**src/rtl/j68_pkg.sv**
```systemverilog
// Shared widths, field positions and opcode classes for the j68 microcode sequencer.
package j68_pkg;

    localparam int UPC_W  = 11;
    localparam int INST_W = 20;

    localparam int ADDR_LSB  = 0;
    localparam int ADDR_MSB  = 10;
    localparam int LOOPT_BIT = 11;
    localparam int COND_LSB  = 12;
    localparam int COND_MSB  = 15;
    localparam int CINV_BIT  = 16;
    localparam int OP_LSB    = 17;
    localparam int OP_MSB    = 19;

    localparam logic [2:0] OP_LOOP = 3'b000;
    localparam logic [2:0] OP_JMP  = 3'b001;
    localparam logic [2:0] OP_CALL = 3'b010;
    localparam logic [2:0] OP_RET  = 3'b011;

    typedef logic [UPC_W-1:0] upc_t;

    typedef enum logic [1:0] {
        RS_NONE  = 2'd0,
        RS_PUSH  = 2'd1,
        RS_POP   = 2'd2,
        RS_CLEAR = 2'd3
    } rs_op_e;

    function automatic upc_t upc_inc(input upc_t pc);
        return upc_t'(pc + upc_t'(1));
    endfunction

endpackage

```
**src/rtl/j68_useq_if.sv**
```systemverilog
// Sequencer-side bus: ROM, condition, dispatch, exception and loop-unit signals.
interface j68_useq_if;
    import j68_pkg::*;

    logic                 clk_ena;
    logic                 stall;
    logic [INST_W-1:0]    inst_in;
    logic [15:0]          flags;
    upc_t                 dec_addr;
    logic                 exc_req;
    upc_t                 exc_vec;
    logic                 loop_branch;
    logic                 loop_skip;
    upc_t                 loop_pc;
    upc_t                 rom_addr;
    upc_t                 upc;
    logic                 i_fetch;
    logic                 exec_ena;
    logic                 rs_ovf;

    modport master (
        output clk_ena, stall, inst_in, flags, dec_addr, exc_req, exc_vec,
               loop_branch, loop_skip, loop_pc,
        input  rom_addr, upc, i_fetch, exec_ena, rs_ovf
    );

    modport slave (
        input  clk_ena, stall, inst_in, flags, dec_addr, exc_req, exc_vec,
               loop_branch, loop_skip, loop_pc,
        output rom_addr, upc, i_fetch, exec_ena, rs_ovf
    );

endinterface

```
**src/rtl/j68_ustack.sv**
```systemverilog
// Circular return stack: a full push overwrites the oldest entry, an empty pop
// reads the wrapped slot; either case raises the sticky ovf flag.
module j68_ustack
    import j68_pkg::*;
#(
    parameter int DEPTH = 4
) (
    input  logic   clk,
    input  logic   rst,
    input  rs_op_e op,
    input  upc_t   push_data,
    output upc_t   pop_data,
    output logic   ovf
);

    localparam int PW = $clog2(DEPTH);

    logic [PW-1:0] ptr_q;
    logic [PW-1:0] ptr_dec;
    logic [PW:0]   cnt_q;
    logic          ovf_q;
    upc_t          mem_q [DEPTH];

    assign ptr_dec  = ptr_q - PW'(1);
    assign pop_data = mem_q[ptr_dec];
    assign ovf      = ovf_q;

    // Entries are reset so an underflowing pop returns a defined address.
    for (genvar gi = 0; gi < DEPTH; gi++) begin : g_entry
        always_ff @(posedge clk or posedge rst) begin
            if (rst) begin
                mem_q[gi] <= '0;
            end else if (op == RS_PUSH && ptr_q == PW'(gi)) begin
                mem_q[gi] <= push_data;
            end
        end
    end

    always_ff @(posedge clk or posedge rst) begin
        if (rst) begin
            ptr_q <= '0;
            cnt_q <= '0;
            ovf_q <= 1'b0;
        end else begin
            case (op)
                RS_PUSH: begin
                    ptr_q <= ptr_q + PW'(1);
                    if (cnt_q == (PW+1)'(DEPTH)) begin
                        ovf_q <= 1'b1;
                    end else begin
                        cnt_q <= cnt_q + (PW+1)'(1);
                    end
                end
                RS_POP: begin
                    ptr_q <= ptr_dec;
                    if (cnt_q == '0) begin
                        ovf_q <= 1'b1;
                    end else begin
                        cnt_q <= cnt_q - (PW+1)'(1);
                    end
                end
                RS_CLEAR: begin
                    ptr_q <= '0;
                    cnt_q <= '0;
                end
                default: ;
            endcase
        end
    end

endmodule

```
**src/rtl/j68_useq.sv**
```systemverilog
// j68 microcode sequencer: owns the micro-PC and produces the next ROM address
// combinationally so taken jumps cost no bubble.
module j68_useq
    import j68_pkg::*;
#(
    parameter int   RS_DEPTH = 4,
    parameter upc_t RST_VEC  = 11'd0
) (
    input  logic clk,
    input  logic rst,
    j68_useq_if.slave bus
);

    upc_t   upc_q;
    logic   squash_q;
    logic   squash_d;
    upc_t   rom_addr_d;
    upc_t   upc_next;
    upc_t   tgt;
    upc_t   pop_data;
    rs_op_e rs_op;
    logic   hold;
    logic   fetch;
    logic   cond_taken;
    logic   rs_ovf;
    logic [2:0] opc;

    assign hold       = bus.stall | ~bus.clk_ena;
    assign fetch      = ~hold & ~squash_q;
    assign upc_next   = upc_inc(upc_q);
    assign opc        = bus.inst_in[OP_MSB:OP_LSB];
    assign tgt        = bus.inst_in[ADDR_MSB:ADDR_LSB];
    assign cond_taken = bus.flags[bus.inst_in[COND_MSB:COND_LSB]] ^ bus.inst_in[CINV_BIT];

    always_comb begin
        rom_addr_d = upc_next;
        squash_d   = 1'b0;
        rs_op      = RS_NONE;
        if (rst) begin
            rom_addr_d = RST_VEC;
        end else if (hold) begin
            rom_addr_d = upc_q;
            squash_d   = squash_q;
        end else if (bus.exc_req) begin
            rom_addr_d = bus.exc_vec;
            squash_d   = 1'b1;
            rs_op      = RS_CLEAR;
        end else if (bus.loop_branch) begin
            rom_addr_d = bus.loop_pc;
            squash_d   = 1'b1;
        end else if (!squash_q) begin
            case (opc)
                OP_LOOP: begin
                    if (bus.loop_skip) rom_addr_d = upc_inc(tgt);
                end
                OP_JMP: begin
                    if (cond_taken) rom_addr_d = tgt;
                end
                OP_CALL: begin
                    rom_addr_d = tgt;
                    rs_op      = RS_PUSH;
                end
                OP_RET: begin
                    // LOOPT bit doubles as the RET/DISPATCH selector here.
                    if (bus.inst_in[LOOPT_BIT]) begin
                        rom_addr_d = bus.dec_addr;
                    end else begin
                        rom_addr_d = pop_data;
                        rs_op      = RS_POP;
                    end
                end
                default: ;
            endcase
        end
    end

    always_ff @(posedge clk or posedge rst) begin
        if (rst) begin
            upc_q    <= RST_VEC;
            squash_q <= 1'b1;
        end else if (!hold) begin
            upc_q    <= rom_addr_d;
            squash_q <= squash_d;
        end
    end

    j68_ustack #(.DEPTH(RS_DEPTH)) u_stack (
        .clk       (clk),
        .rst       (rst),
        .op        (rs_op),
        .push_data (upc_next),
        .pop_data  (pop_data),
        .ovf       (rs_ovf)
    );

    assign bus.rom_addr = rom_addr_d;
    assign bus.upc      = upc_q;
    assign bus.i_fetch  = fetch;
    assign bus.exec_ena = fetch;
    assign bus.rs_ovf   = rs_ovf;

endmodule

```
**src/flat_wrapper.sv**
```systemverilog
// flat-port wrapper written by rule: the top's interface ports become plain ports
module j68_useq_flat import j68_pkg::*;
#(
    parameter int   RS_DEPTH = 4,
    parameter upc_t RST_VEC  = 11'd0
)
  (clk, rst, bus_clk_ena, bus_stall, bus_inst_in, bus_flags, bus_dec_addr, bus_exc_req, bus_exc_vec, bus_loop_branch, bus_loop_skip, bus_loop_pc, bus_rom_addr, bus_upc, bus_i_fetch, bus_exec_ena, bus_rs_ovf);
  j68_useq_if bus_i ();
  input  logic clk;
  input  logic rst;
  input wire logic [$bits(bus_i.clk_ena)-1:0] bus_clk_ena;
  input wire logic [$bits(bus_i.stall)-1:0] bus_stall;
  input wire logic [$bits(bus_i.inst_in)-1:0] bus_inst_in;
  input wire logic [$bits(bus_i.flags)-1:0] bus_flags;
  input wire logic [$bits(bus_i.dec_addr)-1:0] bus_dec_addr;
  input wire logic [$bits(bus_i.exc_req)-1:0] bus_exc_req;
  input wire logic [$bits(bus_i.exc_vec)-1:0] bus_exc_vec;
  input wire logic [$bits(bus_i.loop_branch)-1:0] bus_loop_branch;
  input wire logic [$bits(bus_i.loop_skip)-1:0] bus_loop_skip;
  input wire logic [$bits(bus_i.loop_pc)-1:0] bus_loop_pc;
  output wire logic [$bits(bus_i.rom_addr)-1:0] bus_rom_addr;
  output wire logic [$bits(bus_i.upc)-1:0] bus_upc;
  output wire logic [$bits(bus_i.i_fetch)-1:0] bus_i_fetch;
  output wire logic [$bits(bus_i.exec_ena)-1:0] bus_exec_ena;
  output wire logic [$bits(bus_i.rs_ovf)-1:0] bus_rs_ovf;
  assign bus_i.clk_ena = bus_clk_ena;
  assign bus_i.stall = bus_stall;
  assign bus_i.inst_in = bus_inst_in;
  assign bus_i.flags = bus_flags;
  assign bus_i.dec_addr = bus_dec_addr;
  assign bus_i.exc_req = bus_exc_req;
  assign bus_i.exc_vec = bus_exc_vec;
  assign bus_i.loop_branch = bus_loop_branch;
  assign bus_i.loop_skip = bus_loop_skip;
  assign bus_i.loop_pc = bus_loop_pc;
  assign bus_rom_addr = bus_i.rom_addr;
  assign bus_upc = bus_i.upc;
  assign bus_i_fetch = bus_i.i_fetch;
  assign bus_exec_ena = bus_i.exec_ena;
  assign bus_rs_ovf = bus_i.rs_ovf;
  j68_useq #(.RS_DEPTH(RS_DEPTH), .RST_VEC(RST_VEC)) u_core (.clk(clk), .rst(rst), .bus(bus_i));
endmodule
```
**config.mk**
```make
export PLATFORM = sky130hd
export DESIGN_NAME = j68_useq_flat
export DESIGN_NICKNAME = d
export VERILOG_FILES = /design/src/rtl/j68_pkg.sv /design/src/rtl/j68_useq_if.sv /design/src/rtl/j68_ustack.sv /design/src/rtl/j68_useq.sv /design/src/flat_wrapper.sv
export SDC_FILE = /design/constraint.sdc
export NUM_CORES = 1
export LEC_CHECK = 0
export ABC_AREA = 1
export BUFFER_PORTS_ARGS = -buffer_cell sky130_fd_sc_hd__buf_4
export CAP_MARGIN = 0
export CELL_PAD_IN_SITES_DETAIL_PLACEMENT = 0
export CELL_PAD_IN_SITES_GLOBAL_PLACEMENT = 1
export CORE_ASPECT_RATIO = 1.5
export CORE_UTILIZATION = 38
export DETAILED_ROUTE_END_ITERATION = 8
export PLACE_DENSITY_LB_ADDON = 0.1
export SLEW_MARGIN = 20
export SYNTH_ARGS = -nofsm -noshare
export SYNTH_HDL_FRONTEND = slang
export SYNTH_SLANG_ARGS = --single-unit
export TNS_END_PERCENT = 30
```
**constraint.sdc**
```tcl
create_clock -name clk -period 2.7 [get_ports clk]
set_input_delay 0.135 -clock clk [delete_from_list [all_inputs] [get_ports clk]]
set_output_delay 0.135 -clock clk [all_outputs]
set_load 0.05 [all_outputs]
```
==> results.cfg <==
[yosys]
yosys.area_share.simple_pct = 34.1
synthAdderAreaFrac_pct = 3.23
synth_nets = 805
synth_xor_area_share_pct = 1.67
ys_warn_count = 0
synth_top_family_by_area = simple AND/OR/NAND/NOR gates
ys_seq_area_share_pct = 33.4
synth_area_per_cell_um2 = 6.48
ys_types = 42
muxShareOfSynthArea_pct = 0
synth_compound_area_share_pct = 18.6
syn_area_um2 = 4650
synth_cells = 717
synth_seq_cells = 62

[layout]
final_nets = 917
area_delta_synth_final_pct = 36.7
diodes = 0
layout_commonest_cell = nand2_1
drive_above_1_share_pct = 28.3
final_util_pct = 53.2
final_cell_mix = nand2_1 (173), buf_4 (113), nor2_1 (80), o21ai_0 (80), inv_1 (66)
regArea_um2 = 1560
multiInputGateArea_um2 = 2880
fill_cells = 1234

[die]
initial_core_util_pct = 38.9
ioPinCount = 101
core_um2 = 12000
die_h_um = 137
floorplan.die_area_um2 = 12700
dieWidth_um = 92.3
rows = 49

[routing]
routedWlPerCell_um = 15.7
drcViolationCount = 0
drt_iter0_drc = 260
vias_per_cell = 5.30
first_pass_iters = 7
ant_nets = 0
vias = 5228
wl_um = 15500

[place]
io_buffers = 100
routabilityCongestion = 0.876
hpwl_um = 11900

[setup_path]
crit_slowest_cell = dfrtp_1
regToRegSetupSlack_ps = 530
cp_top_family = compound AO/OA/AOI/OAI gates
cpPeakStageDelay_ps = 380
critical_path_class = reg2out
cp.required_ps = 2570
reg2reg_depth = 16
path_cells = inv_2, ha_4, buf_12, o21ai_2, o22ai_1, o21ai_1, o22ai_1, nor2_1, nand2_1, nand2_1, nand2_1, nand2_2, nand2_2, nand2_2, a21oi_2, buf_6
startpoint_type = register
cp.arrival_ps = 2540
path_max_fanout = 6
path_buf_inv = 3
rr_startpoint = u_core.u_stack.ptr_q[1]
r2r_end = u_core.bus.upc[4]
endpoint_kind = primary output

[sta]
fin_crit_ps = 2680
finalSetupViolCount = 0
tightestPinTransition_ps = 720
slew_headroom_pct = 51.9
final_hold_viol_count = 0
fin_crit_sh_pct = 99.2
clock_skew_ps = 10.3
maxSlewViolCount = 0
fmax_ghz = 0.373
rsz0062_at_grt = true

[clock_tree]
cts.sinks = 62
cts_root_buf = clkbuf_16
cts_buffers = 9
clockBufferDepth = 2
clk_pin_slew_worst_paths_ps = 60
insertion_delay_ps = 340
htreeDepth = 3
cts_tree = built

[run_status]
outcome = completed

[global_routing]
grt_pass1_wl_um = 24700
grt.total_usage_pct = 25.2
grt_max_degree = 58
grt_pass1_vias = 5001
overflow = 0
antenna_found_initial = 0

[pwr]
p_leak_nw = 3.12
ir_drop_mv = 0.305
power_density_nw_per_um2 = 687
power_mw = 4.37

[worst_hold_path]
hold_depth = 3
hold-path-endpoint = u_core.squash_q
hp-class = in2reg
min_from = bus_exc_req

[flow_run]
drv_cap = 0
stage by stage:
stage | cell area (µm²) | instances | setup WS, ps | setup TNS (ps) | hold slack [ps]
floorplan | 4690 | 717 | -224 | -984 | 227
global placement | 5750 | 964 | 174 | 0 | 188
detailed placement | 5750 | 964 | 125 | 0 | 187
CTS | 6150 | 984 | -10.6 | -10.6 | 67.1
global route | 6350 | 987 | -128 | -807 | 95.7
finish | 6350 | 987 | 22.5 | 0 | 75.1
kinds of logic (layout without fill, tap and decap cells):
logic type | Yosys count | in the layout
simple gates | 369 | 369
compound gates | 158 | 158
buf+inv | 108 | 225
flops | 62 | 62
fa+ha+maj | 12 | 12
xor+xnor | 8 | 8
worst max path at each step:
stage	start	to	slack (ps)	cells after the start
2_1_floorplan	u_core.u_stack.ptr_q[0]	bus_rom_addr[4]	-220	16
3_3_place_gp	u_core.u_stack.ptr_q[1]	bus_rom_addr[5]	170	16
3_5_place_dp	u_core.u_stack.ptr_q[1]	bus_rom_addr[5]	120	16
4_1_cts	u_core.u_stack.ptr_q[1]	bus_rom_addr[10]	-10	16
5_1_grt	u_core.u_stack.ptr_q[1]	bus_rom_addr[4]	-130	16
6_report	u_core.u_stack.ptr_q[1]	bus_rom_addr[4]	20	16
synthesized netlist by cell type, drive strengths merged:
library cell  instances  share of area, %
nor4                  1              0.13
o31ai                 3              0.48
xor2                  5               1.1
or2                  10               1.3
nand3b                1              0.24
a22oi                 1              0.16
o211ai                6              0.97
nor3                  7               1.2
o21bai                2              0.32
o311ai                1              0.19
a21o                  1              0.16
a21oi                25               2.7
clkbuf               25               2.0
o221ai                4              0.75
ha                   12               3.2
a31oi                 1              0.13
buf                   5              0.65
nor2                 83               6.9
dfstp                 1              0.57
o2111a                1              0.24
nand3                66               7.5
nand2               197                16
o21ai               104                11
clkinv                1             0.081
nand4                 4              0.67
dfrtp                61                33
inv                  77               6.3
xnor2                 3              0.57
a211oi                3              0.48
o22ai                 6              0.81
report_power, final:
| group | switching [mW] | internal [mW] |
|---|---|---|
| logic | 1.03 | 0.731 |
| registers | 0.184 | 1.18 |
| clock network | 0.430 | 0.806 |
| total | 1.65 | 2.72 |
routing by layer:
| layer | up-vias | GRT usage [%] | wire length (µm) |
|---|---|---|---|
| li1 | 2569 | - | - |
| met1 | 2449 | 28.7 | 6100 |
| met2 | 174 | 45.1 | 7940 |
| met3 | 36 | 4.75 | 825 |
| met4 | 0 | 11.5 | 655 |
| met5 | - | 0 | 0 |
state kept, by name, summed over array words and instances (netlist names):
signal / count
u_core.squash_q: 1
u_core.u_stack.mem_q: 44
u_core.u_stack.ptr_q: 2
u_core.bus.upc: 11
u_core.u_stack.cnt_q: 3
u_core.u_stack.ovf: 1
timing repair:
item | CTS | global route
pin swaps | 1 | 35
cloned | 0 | 1
hold endpoints to repair | 4 | 0
hold buffers | 1 | 0
buffers inserted | 3 | 2
setup endpoints to repair | 11 | 11
gates resized for setup | 14 | 63
final cells by class:
| type | count | area share (%) |
|---|---|---|
| multi-input cells | 547 | 45.3 |
| flip-flops and latches | 62 | 24.5 |
| repair buffers | 131 | 17.4 |
| inverters | 78 | 4.73 |
| clock buffers | 10 | 3.60 |
| well taps | 153 | 3.01 |
| clock inverters | 6 | 1.36 |
worst register-to-register path, cell delays in order, from the launching register on:
cell,delay (ps)
dfrtp_1,380
inv_2,80
ha_4,320
buf_12,120
o21ai_2,50
o22ai_1,180
o21ai_1,100
o22ai_1,150
nor2_1,80
nand2_1,60
nand2_1,50
nand2_1,110
nand2_2,60
nand2_2,70
nand2_2,70
buf_4,130
o21ai_1,110
No activity file was read; power rests on OpenSTA's default activity.
